[config.mk]
export PLATFORM = sky130hd
export DESIGN_NAME = ps2_keyboard_rx
export DESIGN_NICKNAME = d
export VERILOG_FILES = /design/src/rtl/ps2_pkg.sv /design/src/rtl/ps2_line_filter.sv /design/src/rtl/ps2_keyboard_rx.sv
export SDC_FILE = /design/constraint.sdc
export NUM_CORES = 1
export LEC_CHECK = 0
export BUFFER_PORTS_ARGS = -buffer_cell sky130_fd_sc_hd__buf_2
export CORE_MARGIN = 1
export CORE_UTILIZATION = 55
export CTS_BUF_LIST = sky130_fd_sc_hd__clkbuf_16
export CTS_CLUSTER_SIZE = 20
export DETAILED_ROUTE_END_ITERATION = 7
export PLACE_DENSITY_LB_ADDON = 0.08
export SYNTH_ARGS = -nofsm -noshare
export SYNTH_HDL_FRONTEND = slang
export SYNTH_HIERARCHICAL = 1
export SYNTH_SLANG_ARGS = --single-unit
[constraint.sdc]
create_clock -name i_clk -period 2.9 [get_ports i_clk]
set_input_delay 0.145 -clock i_clk [delete_from_list [all_inputs] [get_ports i_clk]]
set_output_delay 0.145 -clock i_clk [all_outputs]
set_load 0.02 [all_outputs]
[src/rtl/ps2_pkg.sv]
// Shared constants for the PS/2 keyboard receiver: scancodes, frame states and
// direction bit positions.
package ps2_pkg;

  localparam logic [7:0] SC_EXT   = 8'hE0;
  localparam logic [7:0] SC_BRK   = 8'hF0;
  localparam logic [7:0] SC_UP    = 8'h75;
  localparam logic [7:0] SC_DOWN  = 8'h72;
  localparam logic [7:0] SC_LEFT  = 8'h6B;
  localparam logic [7:0] SC_RIGHT = 8'h74;

  localparam int unsigned DIR_UP    = 3;
  localparam int unsigned DIR_DOWN  = 2;
  localparam int unsigned DIR_LEFT  = 1;
  localparam int unsigned DIR_RIGHT = 0;

  typedef enum logic [1:0] {
    StIdle,
    StData,
    StParity,
    StStop
  } frame_state_e;

  // One-hot direction mask for an arrow scancode, zero for anything else.
  function automatic logic [3:0] arrow_mask(input logic [7:0] code);
    logic [3:0] m;
    m            = '0;
    m[DIR_UP]    = (code == SC_UP);
    m[DIR_DOWN]  = (code == SC_DOWN);
    m[DIR_LEFT]  = (code == SC_LEFT);
    m[DIR_RIGHT] = (code == SC_RIGHT);
    return m;
  endfunction

endpackage

[src/rtl/ps2_line_filter.sv]
// Synchronises the raw PS/2 lines and glitch-filters the PS/2 clock, producing a
// one-cycle strobe on each filtered falling edge.
module ps2_line_filter #(
  parameter int unsigned FILTER_LEN = 8
) (
  input  logic clk,
  input  logic rst_n,
  input  logic ps2_clk,
  input  logic ps2_dat,
  output logic dat,
  output logic fall
);

  localparam int unsigned CW = $clog2(FILTER_LEN + 1);

  logic          clk_meta_q, clk_sync_q, dat_meta_q, dat_sync_q;
  logic          filt_q, filt_d;
  logic [CW-1:0] cnt_q, cnt_d;
  logic          mismatch, hit;

  always_ff @(posedge clk or negedge rst_n) begin
    if (!rst_n) begin
      clk_meta_q <= 1'b1;
      clk_sync_q <= 1'b1;
      dat_meta_q <= 1'b1;
      dat_sync_q <= 1'b1;
      filt_q     <= 1'b1;
      cnt_q      <= '0;
    end else begin
      clk_meta_q <= ps2_clk;
      clk_sync_q <= clk_meta_q;
      dat_meta_q <= ps2_dat;
      dat_sync_q <= dat_meta_q;
      filt_q     <= filt_d;
      cnt_q      <= cnt_d;
    end
  end

  // The filtered level flips on the FILTER_LEN-th consecutive disagreeing sample.
  always_comb begin
    mismatch = (clk_sync_q != filt_q);
    hit      = mismatch && (cnt_q == CW'(FILTER_LEN - 1));
    cnt_d    = '0;
    filt_d   = filt_q;
    if (hit) begin
      filt_d = clk_sync_q;
    end else if (mismatch) begin
      cnt_d = cnt_q + CW'(1);
    end
  end

  assign fall = hit && filt_q;
  assign dat  = dat_sync_q;

endmodule

[src/rtl/ps2_keyboard_rx.sv]
// PS/2 keyboard receiver: frames bytes off the filtered line and decodes
// extended arrow make/break codes into held direction levels and press pulses.
module ps2_keyboard_rx
  import ps2_pkg::*;
#(
  parameter int unsigned FILTER_LEN  = 8,
  parameter int unsigned TIMEOUT_CYC = 50000
) (
  input  logic       i_clk,
  input  logic       i_rst_n,
  input  logic       i_ps2_clk,
  input  logic       i_ps2_dat,
  output logic [7:0] o_byte,
  output logic       o_byte_valid,
  output logic       o_frame_err,
  output logic [3:0] o_dir,
  output logic [3:0] o_dir_pos
);

  localparam int unsigned TW = $clog2(TIMEOUT_CYC + 1);

  logic dat, fall;

  ps2_line_filter #(
    .FILTER_LEN(FILTER_LEN)
  ) u_line_filter (
    .clk    (i_clk),
    .rst_n  (i_rst_n),
    .ps2_clk(i_ps2_clk),
    .ps2_dat(i_ps2_dat),
    .dat    (dat),
    .fall   (fall)
  );

  frame_state_e  state_q, state_d;
  logic [2:0]    bitcnt_q, bitcnt_d;
  logic [7:0]    shift_q, shift_d;
  logic          par_q, par_d;
  logic [TW-1:0] tmo_q, tmo_d;
  logic [7:0]    byte_q, byte_d;
  logic          valid_q, valid_d;
  logic          err_q, err_d;
  logic          ext_q, ext_d;
  logic          brk_q, brk_d;
  logic [3:0]    dir_q, dir_d;
  logic [3:0]    dir_pos_q, dir_pos_d;
  logic [3:0]    mask;
  logic          timeout;

  always_ff @(posedge i_clk or negedge i_rst_n) begin
    if (!i_rst_n) begin
      state_q   <= StIdle;
      bitcnt_q  <= '0;
      shift_q   <= '0;
      par_q     <= 1'b0;
      tmo_q     <= '0;
      byte_q    <= '0;
      valid_q   <= 1'b0;
      err_q     <= 1'b0;
      ext_q     <= 1'b0;
      brk_q     <= 1'b0;
      dir_q     <= '0;
      dir_pos_q <= '0;
    end else begin
      state_q   <= state_d;
      bitcnt_q  <= bitcnt_d;
      shift_q   <= shift_d;
      par_q     <= par_d;
      tmo_q     <= tmo_d;
      byte_q    <= byte_d;
      valid_q   <= valid_d;
      err_q     <= err_d;
      ext_q     <= ext_d;
      brk_q     <= brk_d;
      dir_q     <= dir_d;
      dir_pos_q <= dir_pos_d;
    end
  end

  // Frame FSM with inactivity timeout.
  always_comb begin
    state_d  = state_q;
    bitcnt_d = bitcnt_q;
    shift_d  = shift_q;
    par_d    = par_q;
    byte_d   = byte_q;
    valid_d  = 1'b0;
    err_d    = 1'b0;

    // Counter restarts on every falling edge; a fall in the same cycle beats the timeout.
    timeout = (state_q != StIdle) && !fall && (tmo_q == TW'(TIMEOUT_CYC - 1));
    if (state_q == StIdle || fall) begin
      tmo_d = '0;
    end else if (tmo_q != TW'(TIMEOUT_CYC)) begin
      tmo_d = tmo_q + TW'(1);
    end else begin
      tmo_d = tmo_q;
    end

    case (state_q)
      StIdle: begin
        if (fall && !dat) begin
          state_d  = StData;
          bitcnt_d = '0;
        end
      end
      StData: begin
        if (fall) begin
          shift_d  = {dat, shift_q[7:1]};
          bitcnt_d = bitcnt_q + 3'd1;
          if (bitcnt_q == 3'd7) state_d = StParity;
        end
      end
      StParity: begin
        if (fall) begin
          par_d   = dat;
          state_d = StStop;
        end
      end
      StStop: begin
        if (fall) begin
          if (dat && (^{shift_q, par_q})) begin
            byte_d  = shift_q;
            valid_d = 1'b1;
          end else begin
            err_d = 1'b1;
          end
          state_d = StIdle;
        end
      end
      default: state_d = StIdle;
    endcase

    if (timeout) begin
      state_d = StIdle;
      err_d   = 1'b1;
      shift_d = '0;
    end
  end

  // Scancode decoder, acting on the cycle a byte is presented.
  always_comb begin
    ext_d     = ext_q;
    brk_d     = brk_q;
    dir_d     = dir_q;
    dir_pos_d = '0;
    mask      = arrow_mask(byte_q);
    if (valid_q) begin
      case (byte_q)
        SC_EXT:  ext_d = 1'b1;
        SC_BRK:  brk_d = 1'b1;
        default: begin
          if (ext_q) begin
            if (brk_q) begin
              dir_d = dir_q & ~mask;
            end else begin
              dir_d     = dir_q | mask;
              dir_pos_d = mask & ~dir_q;
            end
          end
          ext_d = 1'b0;
          brk_d = 1'b0;
        end
      endcase
    end else if (err_q) begin
      ext_d = 1'b0;
      brk_d = 1'b0;
    end
  end

  assign o_byte       = byte_q;
  assign o_byte_valid = valid_q;
  assign o_frame_err  = err_q;
  assign o_dir        = dir_q;
  assign o_dir_pos    = dir_pos_q;

endmodule
==> summary.md <==
| Metric | Value |
|---|---|
| LEAKAGE | `1.57 nW` |
| Internal Power | `1.62 mW` |
| Cells after Synth | `259` |
| Post-route cell area | `3310 um2` |
| Top_reg_cell synth | `dfrtp_1` |
| Yosys Warn Count | `6` |
| DR vias/cell | `5.61` |
| Logic pwr share | `17.3%` |
| Fin Clk Skew | `6.31 ps` |
| CP max-delay cell | `or2_2` |
| Vias in the first global route | `roughly 1900` |
| Clk root buf | `clkbuf_16` |
| Flop pwr share | `43.1%` |
| Sequential-to-total area share from yosys stat | `52.3%` |
| Final Critical Period | `about 2200 ps` |
| Post-CTS Resized | `0` |
| Later-pin clock latency in the skew report | `320 ps` |
| Largest net degree at the start of global routing | `36` |
| Post-synth design cell area | `2840 um2` |
| Switch share | `between 20% and 30%` |
| Crit path depth | `7` |
| DP HPWL | `3570 um` |
| Final wirelength | `5340 um` |
| Layout cell share with drive strength beyond 1 | `20.3%` |
| Max frequency | `452 MHz` |
| DRT iter0 DRCs | `129` |
| Num ports | `22` |
| PwrDens | `681 nW/um2` |
| First-pass GRT wire length | `about 9000 um` |
| Final Max Tran Viols | `0` |
| Remaining global-route overflow | `0` |
| IO buf count | `21` |
| R2R setup slack | `690 ps` |
| RSZ-0062 raised after global routing | `false` |
| Distinct cells, synth | `~50` |
| P_sw | `0.635 mW` |
| CTS tree | `yes` |
| CP Launch Type | `flop` |
| Crit Path Max Fanout | `18` |
| GR Util All Layers | `22.9%` |
| Final period utilization | `76.4%` |
| CTS clock-pin slew for the worst setup and hold paths | `50 ps` |
| Core area | `4850 um2` |
| Post-Syn Area per Cell | `11.0 um2` |
| DRT antenna net count | `0` |
| Initial Utilization | `58.5%` |
| CP Class | `reg -> reg` |
| Via Count | `2031` |
| Hold WS | `355 ps` |
| Final core occ | `about two thirds` |
| H-Tree Depth | `3` |
| Post-route DRC violation count | `0` |
| Hold wc startpoint | `u_line_filter/clk_meta_q$_DFF_PN1_` |
| Die Y | `73.8 um` |
| Die Footprint | `roughly 5400 um2` |
| Die width | `73.8 um` |
| Run status | `finished, final reports clean` |
| Post-synth EDFFs | `0` |
| TritonCTS Sinks | `59` |
| Worst-margin pin slew | `581 ps` |
| Syn_nets | `between 200 and 300` |
| Setup violations, final | `0` |
| Slew headroom | `61.3%` |
| CP Cell Sequence | `ha_1 > nand3b_4 > nor3b_2 > or2_2 > or3_1 > nor2_4 > o221ai_1` |
| Setup_tns | `0 ps` |
| Worst min-delay path class | `reg -> reg` |
| RR Startpoint | `u_line_filter/cnt_q[0]$_DFF_PN0_` |
| Nets | `303` |
| Area delta synth->final | `16.6%` |
| Worst Path Required | `3080 ps` |
| Hold Fails Final Rpt | `0` |
| Max stage delay on crit path | `roughly 440 ps` |
| First-pass DRT Iterations | `4` |
| Buf/Inv on CP | `0` |
| Area of placed instances | `~3000 um2` |
| MaxCap Viol Count | `0` |
| Worst VDD drop | `approximately 0.48 mV` |
| Worst path arrival time | `between 2000 and 2500 ps` |
| Crit-path leading delay family | `simple AND/OR/NAND/NOR gates` |
| Worst-case reg-to-reg path depth | `7` |
| Fill count | `360` |
| Hold path depth | `0` |
| Hold EP | `u_line_filter/clk_sync_q$_DFF_PN1_` |
| CTS Buf Count | `9` |
| Ant. Diodes | `0` |
| Gpl congestion | `0.805` |
| Synth Register Bits | `59` |
| Clock power share | `between 30 and 40%` |
| Clock Path Buffers | `2` |
| Fraction of registers with async set/reset | `100%` |
| Initial antenna violation count | `0` |
| DR WL/cell | `14.8 um` |
| Crit Reg-Reg Endpoint | `state_q[1]$_DFFE_PN0P_` |
| Crit end category | `flop` |
| Cell Rows | `25` |
-- cell families (layout without fill, tap and decap cells) --
group	Yosys count	count (layout)	share of synthesized area, %
AO/OA/AOI/OAI	40	40	8.87
XOR/XNOR	20	20	7.19
adder cells (fa/ha/maj)	9	9	3.97
buffers and inverters	15	51	1.98
flip-flops	59	59	52.3
multiplexers	14	14	6.00
AND/OR/NAND/NOR	102	102	19.7
-- state kept, by name, summed over array words and instances (netlist names), 2 cells and up, named ones only --
register / cells
shift_q: 8
state_q: 2
tmo_q: 16
bitcnt_q: 3
o_byte: 8
o_dir_pos: 4
u_line_filter/cnt_q: 4
-- worst max path at each step --
stage	start	endpoint	slack, ps
2_1_floorplan	u_line_filter/cnt_q[0]$_DFF_PN0_	state_q[0]$_DFFE_PN0P_	700
3_3_place_gp	u_line_filter/cnt_q[0]$_DFF_PN0_	state_q[0]$_DFFE_PN0P_	750
3_5_place_dp	u_line_filter/cnt_q[0]$_DFF_PN0_	state_q[1]$_DFFE_PN0P_	690
4_1_cts	u_line_filter/cnt_q[0]$_DFF_PN0_	state_q[1]$_DFFE_PN0P_	680
5_1_grt	u_line_filter/cnt_q[0]$_DFF_PN0_	state_q[1]$_DFFE_PN0P_	510
6_report	u_line_filter/cnt_q[0]$_DFF_PN0_	state_q[1]$_DFFE_PN0P_	690
-- cell usage after synthesis (all sizes together), types with 3 or more instances --
library cell  count  area share (%)
nor2b             3            0.66
ha                9             4.0
nor3              6             1.1
xnor2            14             4.3
or3               5             1.1
nand2            20             2.6
nand2b            3            0.66
nand3            17             3.0
o211ai            3            0.79
dfrtp            54              48
o31ai             4             1.1
xor2              4             1.2
inv               9             1.2
clkbuf            5            0.66
a21oi            14             2.5
nor4              8             1.8
mux2             11             4.5
dfstp             5             4.6
nand4             5             1.1
o21ai             8             1.4
mux2i             3             1.5
nor2             21             3.0
-- cells in the final DEF (no fill, tap or decap), types with 2 or more instances in the layout --
| cell type | count |
|---|---|
| a21oi_1 | 14 |
| nand4_1 | 5 |
| inv_1 | 12 |
| clkbuf_16 | 9 |
| o21ai_0 | 8 |
| xor2_1 | 4 |
| a22o_1 | 2 |
| dlygate4sd3_1 | 3 |
| nand3_1 | 17 |
| nor2_1 | 20 |
| buf_4 | 2 |
| mux2i_1 | 2 |
| o211ai_1 | 3 |
| nor2b_1 | 3 |
| o21a_1 | 2 |
| dfrtp_1 | 54 |
| xnor2_1 | 14 |
| buf_2 | 21 |
| ha_1 | 9 |
| nor3_1 | 6 |
| o31ai_1 | 4 |
| or3_1 | 5 |
| nand2_1 | 20 |
| dfstp_2 | 5 |
| nor4_1 | 8 |
| mux2_2 | 10 |
| o221ai_1 | 2 |
| clkinv_2 | 3 |
| nand2b_1 | 3 |
| nand4b_1 | 2 |
-- what timing repair did --
item	CTS	global route
setup buffers	0	0
hold endpoints to repair	26	0
hold buffers	3	0
-- stage by stage --
| stage | total power [mW] | worst slack, ps | cells |
|---|---|---|---|
| floorplan | 1.27 | 699 | 259 |
| global placement | 1.36 | 755 | 343 |
| detailed placement | 1.38 | 686 | 343 |
| CTS | 2.28 | 677 | 362 |
| global route | 2.40 | 509 | 362 |
| finish | 2.25 | 685 | 362 |
-- metal layers --
layer  wire length [um]  vias to the layer above  part of all wire, %  track usage, %
li1                   -                      998                    -               -
met1               2560                      980                   48            30.3
met2               2440                       43                   46            34.7
met3                243                       10                  4.5            7.68
met4                 97                        0                  1.8            8.97
met5                  0                        -                    0               0
-- layout make-up --
class	instances	area, um2	area share, %
clock buffers	9	225	6.81
clock inverters	7	30.0	0.908
inverters	9	33.8	1.02
multi-input cells	185	1300	39.4
flip-flops and latches	59	1480	44.8
well taps	67	83.8	2.53
repair buffers	26	150	4.54
-- power by group through the flow --
stage	clock [mW]	sequential (mW)	combinational, mW
2_1_floorplan	0	0.966	0.307
3_3_place_gp	0	0.980	0.377
3_5_place_dp	0	0.985	0.390
4_1_cts	0.913	0.972	0.396
5_1_grt	0.951	0.983	0.461
6_report	0.890	0.972	0.391
Note: power is estimated with default switching activity, not from simulation.
